==> src/rtl/id_ex_operand_stage.sv <==
`default_nettype none
// ============================================================================
// Module      : id_ex_operand_stage
// Description : ID/EX register ahead of the ALU: operand capture, ALU op
//               decode, EX/MEM and MEM/WB forwarding, immediate select.
// Revision    : 1.0 - initial release
// ============================================================================
module id_ex_operand_stage #(
  parameter int XLEN   = 32,
  parameter int REG_AW = 5
) (
  input  logic              clk,
  input  logic              rst,
  input  logic              id_valid,
  output logic              id_ready,
  input  logic [XLEN-1:0]   id_rs1_data,
  input  logic [XLEN-1:0]   id_rs2_data,
  input  logic [XLEN-1:0]   id_imm,
  input  logic [REG_AW-1:0] id_rs1,
  input  logic [REG_AW-1:0] id_rs2,
  input  logic [REG_AW-1:0] id_rd,
  input  logic [2:0]        id_funct3,
  input  logic              id_funct7b5,
  input  logic              id_is_rtype,
  input  logic              id_alu_src,
  input  logic              id_reg_write,
  input  logic              flush,
  input  logic              ex_ready,
  input  logic              exmem_reg_write,
  input  logic [REG_AW-1:0] exmem_rd,
  input  logic [XLEN-1:0]   exmem_result,
  input  logic              memwb_reg_write,
  input  logic [REG_AW-1:0] memwb_rd,
  input  logic [XLEN-1:0]   memwb_result,
  output logic [XLEN-1:0]   in1,
  output logic [XLEN-1:0]   in2,
  output logic [3:0]        alu_control,
  output logic              ex_valid,
  output logic [REG_AW-1:0] ex_rd,
  output logic              ex_reg_write,
  output logic              illegal_op
);

  localparam logic [3:0] C_ALU_ADD = 4'b0000;
  localparam logic [3:0] C_ALU_SUB = 4'b0001;
  localparam logic [3:0] C_ALU_AND = 4'b0010;
  localparam logic [3:0] C_ALU_OR  = 4'b0100;
  localparam logic [3:0] C_ALU_SLT = 4'b1000;

  logic              ex_valid_q;
  logic              ex_reg_write_q;
  logic [REG_AW-1:0] ex_rd_q;
  logic [REG_AW-1:0] rs1_q;
  logic [REG_AW-1:0] rs2_q;
  logic [XLEN-1:0]   rs1_data_q;
  logic [XLEN-1:0]   rs2_data_q;
  logic [XLEN-1:0]   imm_q;
  logic              alu_src_q;
  logic [3:0]        alu_ctl_q;
  logic              illegal_q;

  logic [3:0]        alu_ctl_d;
  logic              illegal_d;
  logic [XLEN-1:0]   rs1_data_d;
  logic [XLEN-1:0]   rs2_data_d;
  logic [XLEN-1:0]   fwd1;
  logic [XLEN-1:0]   fwd2;
  logic              capture;
  logic              hold;

  assign id_ready = !ex_valid_q || ex_ready;
  assign capture  = id_valid && id_ready;
  assign hold     = ex_valid_q && !ex_ready;

  always_comb begin
    alu_ctl_d = C_ALU_ADD;
    illegal_d = 1'b0;
    case (id_funct3)
      3'b000: alu_ctl_d = (id_is_rtype && id_funct7b5) ? C_ALU_SUB : C_ALU_ADD;
      3'b111: alu_ctl_d = C_ALU_AND;
      3'b110: alu_ctl_d = C_ALU_OR;
      3'b010: alu_ctl_d = C_ALU_SLT;
      default: illegal_d = 1'b1;
    endcase
    // bit 30 only selects SUB; on any other R-type op it marks an unsupported encoding
    if (id_funct3 != 3'b000 && id_is_rtype && id_funct7b5) begin
      illegal_d = 1'b1;
    end
    if (illegal_d) begin
      alu_ctl_d = C_ALU_ADD;
    end
  end

  assign rs1_data_d = (id_rs1 == '0) ? '0 : id_rs1_data;
  assign rs2_data_d = (id_rs2 == '0) ? '0 : id_rs2_data;

  // EX/MEM outranks MEM/WB because it holds the younger result for the same index
  always_comb begin
    fwd1 = rs1_data_q;
    if (exmem_reg_write && exmem_rd == rs1_q && rs1_q != '0) begin
      fwd1 = exmem_result;
    end else if (memwb_reg_write && memwb_rd == rs1_q && rs1_q != '0) begin
      fwd1 = memwb_result;
    end
  end

  always_comb begin
    fwd2 = rs2_data_q;
    if (exmem_reg_write && exmem_rd == rs2_q && rs2_q != '0) begin
      fwd2 = exmem_result;
    end else if (memwb_reg_write && memwb_rd == rs2_q && rs2_q != '0) begin
      fwd2 = memwb_result;
    end
  end

  always_ff @(posedge clk or posedge rst) begin
    if (rst) begin
      ex_valid_q     <= 1'b0;
      ex_reg_write_q <= 1'b0;
      ex_rd_q        <= '0;
      rs1_q          <= '0;
      rs2_q          <= '0;
      rs1_data_q     <= '0;
      rs2_data_q     <= '0;
      imm_q          <= '0;
      alu_src_q      <= 1'b0;
      alu_ctl_q      <= C_ALU_ADD;
      illegal_q      <= 1'b0;
    end else if (flush) begin
      ex_valid_q     <= 1'b0;
      ex_reg_write_q <= 1'b0;
      illegal_q      <= 1'b0;
    end else if (capture) begin
      ex_valid_q     <= 1'b1;
      ex_reg_write_q <= id_reg_write;
      ex_rd_q        <= id_rd;
      rs1_q          <= id_rs1;
      rs2_q          <= id_rs2;
      rs1_data_q     <= rs1_data_d;
      rs2_data_q     <= rs2_data_d;
      imm_q          <= id_imm;
      alu_src_q      <= id_alu_src;
      alu_ctl_q      <= alu_ctl_d;
      illegal_q      <= illegal_d;
    end else if (hold) begin
      // latch forwarded values so a producer that retires mid-stall is not lost
      rs1_data_q     <= fwd1;
      rs2_data_q     <= fwd2;
    end else begin
      ex_valid_q     <= 1'b0;
      ex_reg_write_q <= 1'b0;
    end
  end

  assign in1          = fwd1;
  assign in2          = alu_src_q ? imm_q : fwd2;
  assign alu_control  = alu_ctl_q;
  assign ex_valid     = ex_valid_q;
  assign ex_rd        = ex_rd_q;
  assign ex_reg_write = ex_reg_write_q;
  assign illegal_op   = illegal_q;

endmodule
`default_nettype wire

==> config.mk <==
export PLATFORM = sky130hd
export DESIGN_NAME = id_ex_operand_stage
export DESIGN_NICKNAME = d
export VERILOG_FILES = /design/src/rtl/id_ex_operand_stage.sv
export SDC_FILE = /design/constraint.sdc
export NUM_CORES = 1
export LEC_CHECK = 0
export CORE_MARGIN = 5
export CORE_UTILIZATION = 45
export DETAILED_ROUTE_END_ITERATION = 12
export GPL_TIMING_DRIVEN = 0
export PLACE_DENSITY_LB_ADDON = 0.25
export SYNTH_ARGS = -nofsm -noshare
export SYNTH_HDL_FRONTEND = slang
export SYNTH_SLANG_ARGS = --single-unit
==> constraint.sdc <==
create_clock -name clk -period 4.88 [get_ports clk]
set_input_delay 0.732 -clock clk [delete_from_list [all_inputs] [get_ports clk]]
set_output_delay 0.732 -clock clk [all_outputs]
set_load 0.03 [all_outputs]
==> flow_summary.toml <==
[yosys]
avgSynthCellArea_sq_um = 9.305
syn-cell-area_sq_um = 7323
synth_seq_cells = 119
async_flop_share_pct = 100.0
syn_inst = 787
synth_warnings = 0
synth_area_leader_cell = "dfrtp_1"
synthTopCellsByArea = "dfrtp_1 41%, mux2_2 8.6%, nand2_1 6.6%, inv_1 5.1%, mux2i_1 4.5%"
synthDistinctLibCells = 37
yosysSeqAreaShare_pct = 40.66
synth_flop_cell = "dfrtp_1"
synth_common_cells = "129 x nand2_1, 119 x dfrtp_1, 100 x inv_1"
synth-edff-count = 0
synth_nets = 986
synth_most_common_cell = "nand2_1"
synth_top_area_share_pct = 40.66

[floorplan]
row_count = 46
die_width_um = 137.6
dieArea_sq_um = 18930
coreArea_sq_um = 15940
fp.dieH_um = 137.6
start_util_pct = 45.93
ioPinCount = 276

[critical_path]
reg2reg_depth = 7
required_ns = 4.15
endpoint_kind = "output pin"
r2r_setup_slack_ns = 2.33
crit_fanout = 10
rr_startpoint = "ex_valid"
critPathArrivalTime_ns = 3.84
crit_path_cell_trace = "clkdlybuf4s50_1 -> xnor2_1 -> nand3_1 -> a211oi_2 -> buf_4 -> mux2i_1 -> a222oi_1 -> clkdlybuf4s50_1"
r2r_end = "rs2_data_q[26]"
crit_path_frequent_cell = "clkdlybuf4s50_1"
critPathKind = "input port to output pin"
cp-start-kind = "input port"
slowest_stage = "clkdlybuf4s50_1"
max_stage_delay_ns = 0.77

[layout]
n_fill_cell = 1314
multi_input_area_sq_um = 3667
seqCellArea_sq_um = 2978
area_growth_pct = 50.03
layout.nets = 1281
drive_gt1_share_pct = 10.87
diodes = 0

[power_and_ir_drop]
p_comb_share_pct = 35.1
switchingPower_mw = 1.273
p_per_area_nw_per_um2 = 351.5
ir_drop_v = 0.0002427
power_mw = 3.862
switching_share_pct = 32.97
seqPwrFrac_pct = 31.1
cell_internal_pwr_mw = 2.589
leakage_nw = 4.685
pwr-share-clk_pct = 33.8

[sta]
maxSlewHeadroom_pct = 33.88
fin_tns_setup_ns = 0
whs_ns = 0.4806
final_max_slew_viol_count = 0
fin_skew_ns = 0.009074
setup_viol = 0
finalHoldViolCount = 0
fmax_mhz = 218.9
worst_pin_slew_ns = 0.9828
finalCritPeriodShare_pct = 93.59
grt_setup_unrepaired = "false"
fin_crit_ns = 4.567

[drt]
dr.pass1.iters = 6
num_vias = 7585
drt_first_iter_violations = 748
drc = 0
finalWirelength_um = 27960
viasPerCell = 5.786
detail-route-antenna-nets = 0
wl_per_cell_um = 21.33

[run]
drv_cap = 0

[cts]
cts_root_buffer = "clkbuf_16"
cts_sinks = 119
tritoncts = "yes"
cts_resized = 0
cts_buffers = 17
cts_buffer_depth = 2
cts_setup_buffers = 0
postCtsHoldBufs = 0
clk_pin_slew_ns = 0.06
htree_levels = 4
clock_latency_ns = 0.42

[grt]
grt_pass1_vias = 7718
grt_overflow = 0
grt_max_degree = 62
antenna_found_initial = 0
grt_pass1_wl_um = 42390
grt_usage_pct = 29.16

[place]
portBuffers = 275
gp_congestion = 0.8618
hpwl_um = 20360

[min_path]
holdPathStages = 2
hold_class = "register to register"
min_from = "ex_rd[3]"
min_delay_worst_endpoint = "ex_rd[3]"

[outcome]
status = "finished, final reports clean"
[worst max path at each step]
stage	startpoint	slack (ns)	cells past startpoint	to
global route	exmem_rd[1]	0.19	7	in2[6]
floorplan	rst	0.99	1	alu_control[0]
CTS	memwb_rd[4]	0.35	8	in2[23]
finish	memwb_rd[4]	0.31	8	in2[23]
global placement	rst	-0.97	2	imm_q[14]
detailed placement	memwb_rd[4]	0.37	8	in2[23]
[worst max-delay path, delay by kind of cell]
kind / cells / cell delay, ns
AOI/OAI and AO/OA: 2 / 1.05
xor gates and xnor gates: 1 / 0.14
buffers and inverters: 3 / 1.65
muxes: 1 / 0.14
and+or+nand+nor: 1 / 0.11
[sequential cells by signal (all words and copies together) (netlist names), 4 cells and up]
signal       cells
rs1_q            5
rs2_q            5
ex_rd            5
imm_q           32
rs1_data_q      32
alu_control      4
rs2_data_q      32
[logic make-up after synthesis]
kind of cell | after synthesis | synth area share (%)
buf+inv | 161 | 9.260
flops | 119 | 40.66
mux | 97 | 14.35
simple gates | 188 | 11.41
compound gates | 205 | 22.28
xor+xnor | 17 | 2.033
[metrics by stage]
| step | utilization [%] | instance area (sq um) | setup WS (ns) | instances |
|---|---|---|---|---|
| after global routing | 68.91 | 10990 | 0.1934 | 1311 |
| after global placement | 64.90 | 10350 | -0.9709 | 1278 |
| after detailed placement | 65.10 | 10380 | 0.3742 | 1279 |
| after CTS | 68.91 | 10990 | 0.3545 | 1311 |
| final | 68.91 | 10990 | 0.3127 | 1311 |
| after floorplan | - | 7323 | 0.9905 | 787 |
[power groups by stage]
stage	logic [mW]	clock network, mW	registers (mW)
floorplan	0.760	0	1.22
global placement	1.33	0	1.21
detailed placement	1.34	0	1.22
CTS	1.35	1.30	1.20
global route	1.44	1.36	1.22
finish	1.36	1.30	1.20
[area by class of cell]
| cell class | count | area share [%] |
|---|---|---|
| sequential | 119 | 27.10 |
| timing repair buffer | 276 | 25.30 |
| buffer | 61 | 2.756 |
| tap | 216 | 2.460 |
| multi-input combinational | 507 | 33.38 |
| clock buffer | 20 | 4.157 |
| inverter | 100 | 3.462 |
| clock inverter | 12 | 1.378 |
[per-layer routing]
layer | track usage (%) | vias up | share of wire [%]
met5 | 0 | - | 0
met1 | 38.78 | 3656 | 41
met3 | 7.706 | 38 | 10
met2 | 47.29 | 439 | 47
li1 | - | 3452 | -
met4 | 7.539 | 0 | 1.5
[cells in the final DEF (no fill, tap or decap), types with 33 or more instances in the layout]
cell / instances
and2_1: 34
nand2_1: 129
inv_1: 99
mux2i_1: 33
mux2_2: 56
clkbuf_1: 36
dfrtp_1: 119
o21ai_0: 35
clkdlybuf4s50_1: 275
Power figures use the tool's default switching activity.
